## src/rtl/addsub_seq_ctrl_if.sv

```systemverilog
// Bundle between the calculator front end, the add/sub sequencer and the
// external narrow adder slice.
interface addsub_seq_ctrl_if #(
    parameter int SLICE_W = 4,
    parameter int SLICES  = 2
);
    localparam int W = SLICE_W * SLICES;

    logic               start;
    logic               op;
    logic [W-1:0]       a;
    logic [W-1:0]       b;
    logic [SLICE_W-1:0] slice_a;
    logic [SLICE_W-1:0] slice_b;
    logic               slice_cin;
    logic [SLICE_W-1:0] slice_s;
    logic               slice_cout;
    logic               busy;
    logic               done;
    logic [W-1:0]       result;
    logic               cout;
    logic               ovf;
    logic               zero;
    logic               neg;

    modport master (
        output start, op, a, b, slice_s, slice_cout,
        input  slice_a, slice_b, slice_cin,
        input  busy, done, result, cout, ovf, zero, neg
    );

    modport slave (
        input  start, op, a, b, slice_s, slice_cout,
        output slice_a, slice_b, slice_cin,
        output busy, done, result, cout, ovf, zero, neg
    );
endinterface

```

## src/rtl/addsub_seq_ctrl.sv

```systemverilog
// Signed add/subtract sequenced through one external narrow adder slice,
// least significant slice first, with carry chained through a register.
//
//   state | meaning
//   IDLE  | waiting for start; operands latched on acceptance
//   RUN   | one slice per cycle through the external adder
//   DONE  | one-cycle done pulse; result and flags valid
module addsub_seq_ctrl #(
    parameter int SLICE_W = 4,
    parameter int SLICES  = 2
) (
    input logic               clk,
    input logic               rst,
    addsub_seq_ctrl_if.slave  bus
);
    localparam int W     = SLICE_W * SLICES;
    localparam int CNT_W = (SLICES > 1) ? $clog2(SLICES) : 1;

    typedef enum logic [1:0] {IDLE, RUN, DONE} state_t;

    state_t       state;
    logic [CNT_W-1:0] cnt;
    logic [W-1:0] a_reg;
    logic [W-1:0] b_reg;
    logic         op_reg;
    logic         carry;
    logic [W-1:0] acc;
    logic         busy_r;
    logic         done_r;
    logic [W-1:0] result_r;
    logic         cout_r;
    logic         ovf_r;
    logic         zero_r;
    logic         neg_r;

    logic [W-1:0] acc_next;
    logic [W-1:0] b_eff;
    logic         ovf_next;
    logic         run;

    assign run = (state == RUN);

    always_comb begin
        acc_next = acc;
        acc_next[cnt*SLICE_W +: SLICE_W] = bus.slice_s;
        b_eff    = b_reg ^ {W{op_reg}};
        ovf_next = (a_reg[W-1] == b_eff[W-1]) && (acc_next[W-1] != a_reg[W-1]);
    end

    assign bus.slice_a   = run ? a_reg[cnt*SLICE_W +: SLICE_W] : '0;
    assign bus.slice_b   = run ? (b_reg[cnt*SLICE_W +: SLICE_W] ^ {SLICE_W{op_reg}}) : '0;
    assign bus.slice_cin = run ? carry : 1'b0;

    always_ff @(posedge clk) begin
        if (rst) begin
            state    <= IDLE;
            cnt      <= '0;
            a_reg    <= '0;
            b_reg    <= '0;
            op_reg   <= 1'b0;
            carry    <= 1'b0;
            acc      <= '0;
            busy_r   <= 1'b0;
            done_r   <= 1'b0;
            result_r <= '0;
            cout_r   <= 1'b0;
            ovf_r    <= 1'b0;
            zero_r   <= 1'b0;
            neg_r    <= 1'b0;
        end else begin
            done_r <= 1'b0;
            case (state)
                IDLE: begin
                    if (bus.start) begin
                        a_reg  <= bus.a;
                        b_reg  <= bus.b;
                        op_reg <= bus.op;
                        carry  <= bus.op;
                        cnt    <= '0;
                        busy_r <= 1'b1;
                        state  <= RUN;
                    end
                end
                RUN: begin
                    acc   <= acc_next;
                    carry <= bus.slice_cout;
                    if (cnt == CNT_W'(SLICES-1)) begin
                        // Flags are loaded with the final slice so they are
                        // valid in the same cycle as the done pulse.
                        result_r <= acc_next;
                        cout_r   <= bus.slice_cout;
                        ovf_r    <= ovf_next;
                        zero_r   <= (acc_next == '0);
                        neg_r    <= acc_next[W-1];
                        busy_r   <= 1'b0;
                        done_r   <= 1'b1;
                        state    <= DONE;
                    end else begin
                        cnt <= cnt + CNT_W'(1);
                    end
                end
                DONE: begin
                    state <= IDLE;
                end
                default: begin
                    state  <= IDLE;
                    busy_r <= 1'b0;
                end
            endcase
        end
    end

    assign bus.busy   = busy_r;
    assign bus.done   = done_r;
    assign bus.result = result_r;
    assign bus.cout   = cout_r;
    assign bus.ovf    = ovf_r;
    assign bus.zero   = zero_r;
    assign bus.neg    = neg_r;
endmodule
```

## src/flat_wrapper.sv

```systemverilog
// flat-port wrapper written by rule: the top's interface ports become plain ports
module addsub_seq_ctrl_flat 
#(
    parameter int SLICE_W = 4,
    parameter int SLICES  = 2
)
  (clk, rst, bus_start, bus_op, bus_a, bus_b, bus_slice_s, bus_slice_cout, bus_slice_a, bus_slice_b, bus_slice_cin, bus_busy, bus_done, bus_result, bus_cout, bus_ovf, bus_zero, bus_neg);
  addsub_seq_ctrl_if #(.SLICE_W(SLICE_W), .SLICES(SLICES)) bus_i ();
  input logic clk;
  input logic rst;
  input wire logic [$bits(bus_i.start)-1:0] bus_start;
  input wire logic [$bits(bus_i.op)-1:0] bus_op;
  input wire logic [$bits(bus_i.a)-1:0] bus_a;
  input wire logic [$bits(bus_i.b)-1:0] bus_b;
  input wire logic [$bits(bus_i.slice_s)-1:0] bus_slice_s;
  input wire logic [$bits(bus_i.slice_cout)-1:0] bus_slice_cout;
  output wire logic [$bits(bus_i.slice_a)-1:0] bus_slice_a;
  output wire logic [$bits(bus_i.slice_b)-1:0] bus_slice_b;
  output wire logic [$bits(bus_i.slice_cin)-1:0] bus_slice_cin;
  output wire logic [$bits(bus_i.busy)-1:0] bus_busy;
  output wire logic [$bits(bus_i.done)-1:0] bus_done;
  output wire logic [$bits(bus_i.result)-1:0] bus_result;
  output wire logic [$bits(bus_i.cout)-1:0] bus_cout;
  output wire logic [$bits(bus_i.ovf)-1:0] bus_ovf;
  output wire logic [$bits(bus_i.zero)-1:0] bus_zero;
  output wire logic [$bits(bus_i.neg)-1:0] bus_neg;
  assign bus_i.start = bus_start;
  assign bus_i.op = bus_op;
  assign bus_i.a = bus_a;
  assign bus_i.b = bus_b;
  assign bus_i.slice_s = bus_slice_s;
  assign bus_i.slice_cout = bus_slice_cout;
  assign bus_slice_a = bus_i.slice_a;
  assign bus_slice_b = bus_i.slice_b;
  assign bus_slice_cin = bus_i.slice_cin;
  assign bus_busy = bus_i.busy;
  assign bus_done = bus_i.done;
  assign bus_result = bus_i.result;
  assign bus_cout = bus_i.cout;
  assign bus_ovf = bus_i.ovf;
  assign bus_zero = bus_i.zero;
  assign bus_neg = bus_i.neg;
  addsub_seq_ctrl #(.SLICE_W(SLICE_W), .SLICES(SLICES)) u_core (.clk(clk), .rst(rst), .bus(bus_i));
endmodule
```

## config.mk

```make
export PLATFORM = sky130hd
export DESIGN_NAME = addsub_seq_ctrl_flat
export DESIGN_NICKNAME = d
export VERILOG_FILES = /design/src/rtl/addsub_seq_ctrl_if.sv /design/src/rtl/addsub_seq_ctrl.sv /design/src/flat_wrapper.sv
export SDC_FILE = /design/constraint.sdc
export NUM_CORES = 1
export LEC_CHECK = 0
export CORE_ASPECT_RATIO = 0.9
export CORE_MARGIN = 2
export CORE_UTILIZATION = 48
export CTS_BUF_LIST = sky130_fd_sc_hd__clkbuf_2
export DETAILED_ROUTE_END_ITERATION = 8
export PLACE_DENSITY_LB_ADDON = 0.05
export SLEW_MARGIN = 0
export SYNTH_ARGS = -nofsm -noshare
export SYNTH_HDL_FRONTEND = slang
export SYNTH_SLANG_ARGS = --single-unit
```

## constraint.sdc

```tcl
create_clock -name clk -period 1.5 [get_ports clk]
set_input_delay 0.375 -clock clk [delete_from_list [all_inputs] [get_ports clk]]
set_output_delay 0.375 -clock clk [all_outputs]
set_load 0.05 [all_outputs]
```

==> flow_summary.yaml <==
run:
  max-cap-violations: 0
synthesis:
  synth_edf_count: 0
  post-synth-top-area-cell: "dfxtp_1"
  synth_top_area_share_pct: 47.8
  synthCells: 194
  yosysSeqAreaShare_pct: 47.8
  ys.flop_type: "dfxtp_1"
  synthTopCellsByArea: "dfxtp_1 48%, nand2_1 13%, a21oi_1 10%"
  synth.cell_area_mm2: 0.00159
  avgSynthCellArea_um2: 8.20
  synth_seq_cells: 38
  synth_warnings: 0
  syn-num-nets: 219
  synthArstFlopShare_pct: 0
  yosys.cell_types.count: 29
setup_path:
  cpPeakStageDelay_ns: 0.47
  cp.required_ns: 1.12
  crit_fanout: 8
  worstSetupPathType: "reg2out"
  worstReg2RegStart: "u_core.state[0]"
  reg2reg_to: "u_core.a_reg[3]"
  crit_path_start_kind: "flop"
  arrival_ns: 1.60
  ff2ff_setup_slack_ns: -0.01
  cp-end-kind: "output pin"
  worst_path_max_delay_cell: "dfxtp_4"
  rr_worst_depth: 6
  cp_cell_sequence: "mux2i_1 > xor2_1 > nor2_4 > buf_12"
place:
  io_buffers: 47
  place.gp.congestion: 0.833
  place_ws_ns: -0.192
  placed_cells: 278
  dpl.hpwl_um: 2850
drt:
  via_per_inst: 5.45
  vias: 1597
  wl_per_cell_um: 16.0
  ant_nets: 0
  first_pass_iters: 4
  initialDrtViolationCount: 93
  wl_um: 4690
  remaining_drc_errors: 0
die:
  die_w_um: 64.7
  rows: 19
  start_util_pct: 51.1
  ios: 48
  die_y_um: 58.6
  die_area_mm2: 0.00379
  core_area_mm2: 0.00311
cts:
  clock_sinks: 38
  clk_pin_slew_ns: 0.19
  numCtsBuffers: 5
  cts_hold_buf: 0
  htree_levels: 2
  clk_latency_ns: 0.41
  clock-root-buffer: "clkbuf_2"
  cts_max_path_buffers: 2
  tritoncts: "yes"
sta:
  finalSetupViolCount: 10
  fin_crit_sh_pct: 132
  slew_headroom_pct: 65.4
  tightest_slew_ns: 0.517
  hold_viol: 0
  fin_skew_ns: 0.0154
  rsz0062_at_grt: "true"
  fin_ws_ns: -0.479
  hold_ws_ns: 0.479
  min_period_ns: 1.98
  max_freq_ghz: 0.505
  fin_setup_tns_ns: -3.93
  drv_slew: 0
worst_hold_path:
  min_path_cells: 2
  hp-class: "reg2reg"
  whs_endpoint: "u_core.b_reg[3]"
  worstHoldStart: "u_core.b_reg[3]"
global_routing:
  grt_start_max_net_pins: 22
  grt.total_usage_pct: 24.1
  grt_pass1_wl_um: 6810
  first_global_vias: 1508
  grt_overflow: 0
  antenna_found_initial: 0
final_layout:
  layout_commonest_cell: "nand2_1"
  nets: 275
  fin_cells: 293
  final_cell_mix: "57 x nand2_1, 34 x dfxtp_1, 33 x a21oi_1"
  diodes: 0
  nFillCells: 168
  drive_gt1_share_pct: 28.7
  area_delta_synth_final_pct: 66.0
status:
  violations: "negative setup slack"
  status: "finished, violations left"
power:
  p_leak_nw: 1.01
  power_density_mw_per_mm2: 880
  vdd_drop_max_uv: 652
  total_power_w: 0.00232
-- power breakdown --
part           leakage (nW)  switching [W]  internal (W)  total [W]
registers             0.313      0.0000521       0.00106    0.00111
clock network        0.0432       0.000343      0.000297   0.000640
logic                 0.657       0.000276      0.000294   0.000570
total                  1.01       0.000670       0.00165    0.00232
-- stage by stage --
stage | util [%] | cell area, um2
finish | 84.8 | 2640
global route | 84.8 | 2640
CTS | 82.0 | 2550
detailed placement | 77.9 | 2430
global placement | 77.9 | 2430
floorplan | - | 1700
-- cell type report --
class / count / area (um2) / share of cell area (%)
Clock buffer: 7 / 35.0 / 1.33
Sequential cell: 38 / 771 / 29.2
Multi-Input combinational cell: 137 / 813 / 30.8
Clock inverter: 1 / 30.0 / 1.14
Inverter: 2 / 7.51 / 0.284
Tap cell: 42 / 52.6 / 1.99
Timing Repair Buffer: 66 / 931 / 35.3
-- worst max path at each step --
stage	startpoint	to	slack, ns
after floorplan	u_core.state[1]	bus_slice_a[0]	-0.03
after global placement	bus_start	u_core.b_reg[4]	-0.17
after detailed placement	bus_start	u_core.a_reg[4]	-0.19
after CTS	u_core.cnt	bus_slice_b[0]	-0.47
after global routing	u_core.cnt	bus_slice_b[0]	-0.58
final	u_core.cnt	bus_slice_b[0]	-0.48
-- cells in the mapped netlist (all sizes together), types with 2 or more instances --
cell / count
a21oi: 33
a22o: 4
buf: 11
clkbuf: 6
dfxtp: 38
inv: 2
mux2i: 5
nand2: 57
nor2: 13
nor2b: 2
nor3b: 2
nor4: 2
o21ai: 6
xor2: 4
-- cell families (layout without fill, tap and decap cells) --
logic type             count (synthesis)  after routing  share of synthesized area [%]
buffers and inverters                 19             76                           7.63
flip-flops                            38             38                           47.8
multiplexers                           5              5                           3.15
AND/OR/NAND/NOR                       81             81                           22.3
XOR/XNOR                               5              5                           2.75
AO/OA/AOI/OAI                         46             46                           16.3
-- metal layers --
| layer | track usage [%] | part of all wire, % |
|---|---|---|
| met1 | 26.3 | 38 |
| met3 | 9.37 | 8.3 |
| met2 | 41.8 | 52 |
| met4 | 11.2 | 1.6 |
| met5 | 0 | 0 |
-- critical path, delay by kind of cell, from the launching register on --
| family | cells | cell delay [ns] |
|---|---|---|
| flops | 1 | 0.47 |
| mux | 1 | 0.26 |
| xor+xnor | 1 | 0.26 |
| buf+inv | 1 | 0.15 |
| simple gates | 1 | 0.06 |
-- repair_timing --
| action | 4_1_cts | 5_1_grt |
|---|---|---|
| endpoints found under the hold margin | 0 | 0 |
| gates cloned | 0 | 2 |
| endpoints found under the setup margin | 9 | 28 |
| pin swaps | 4 | 7 |
| setup buffers | 4 | 3 |
| gates resized for setup | 10 | 7 |
Note: power is estimated with default switching activity, not from simulation.
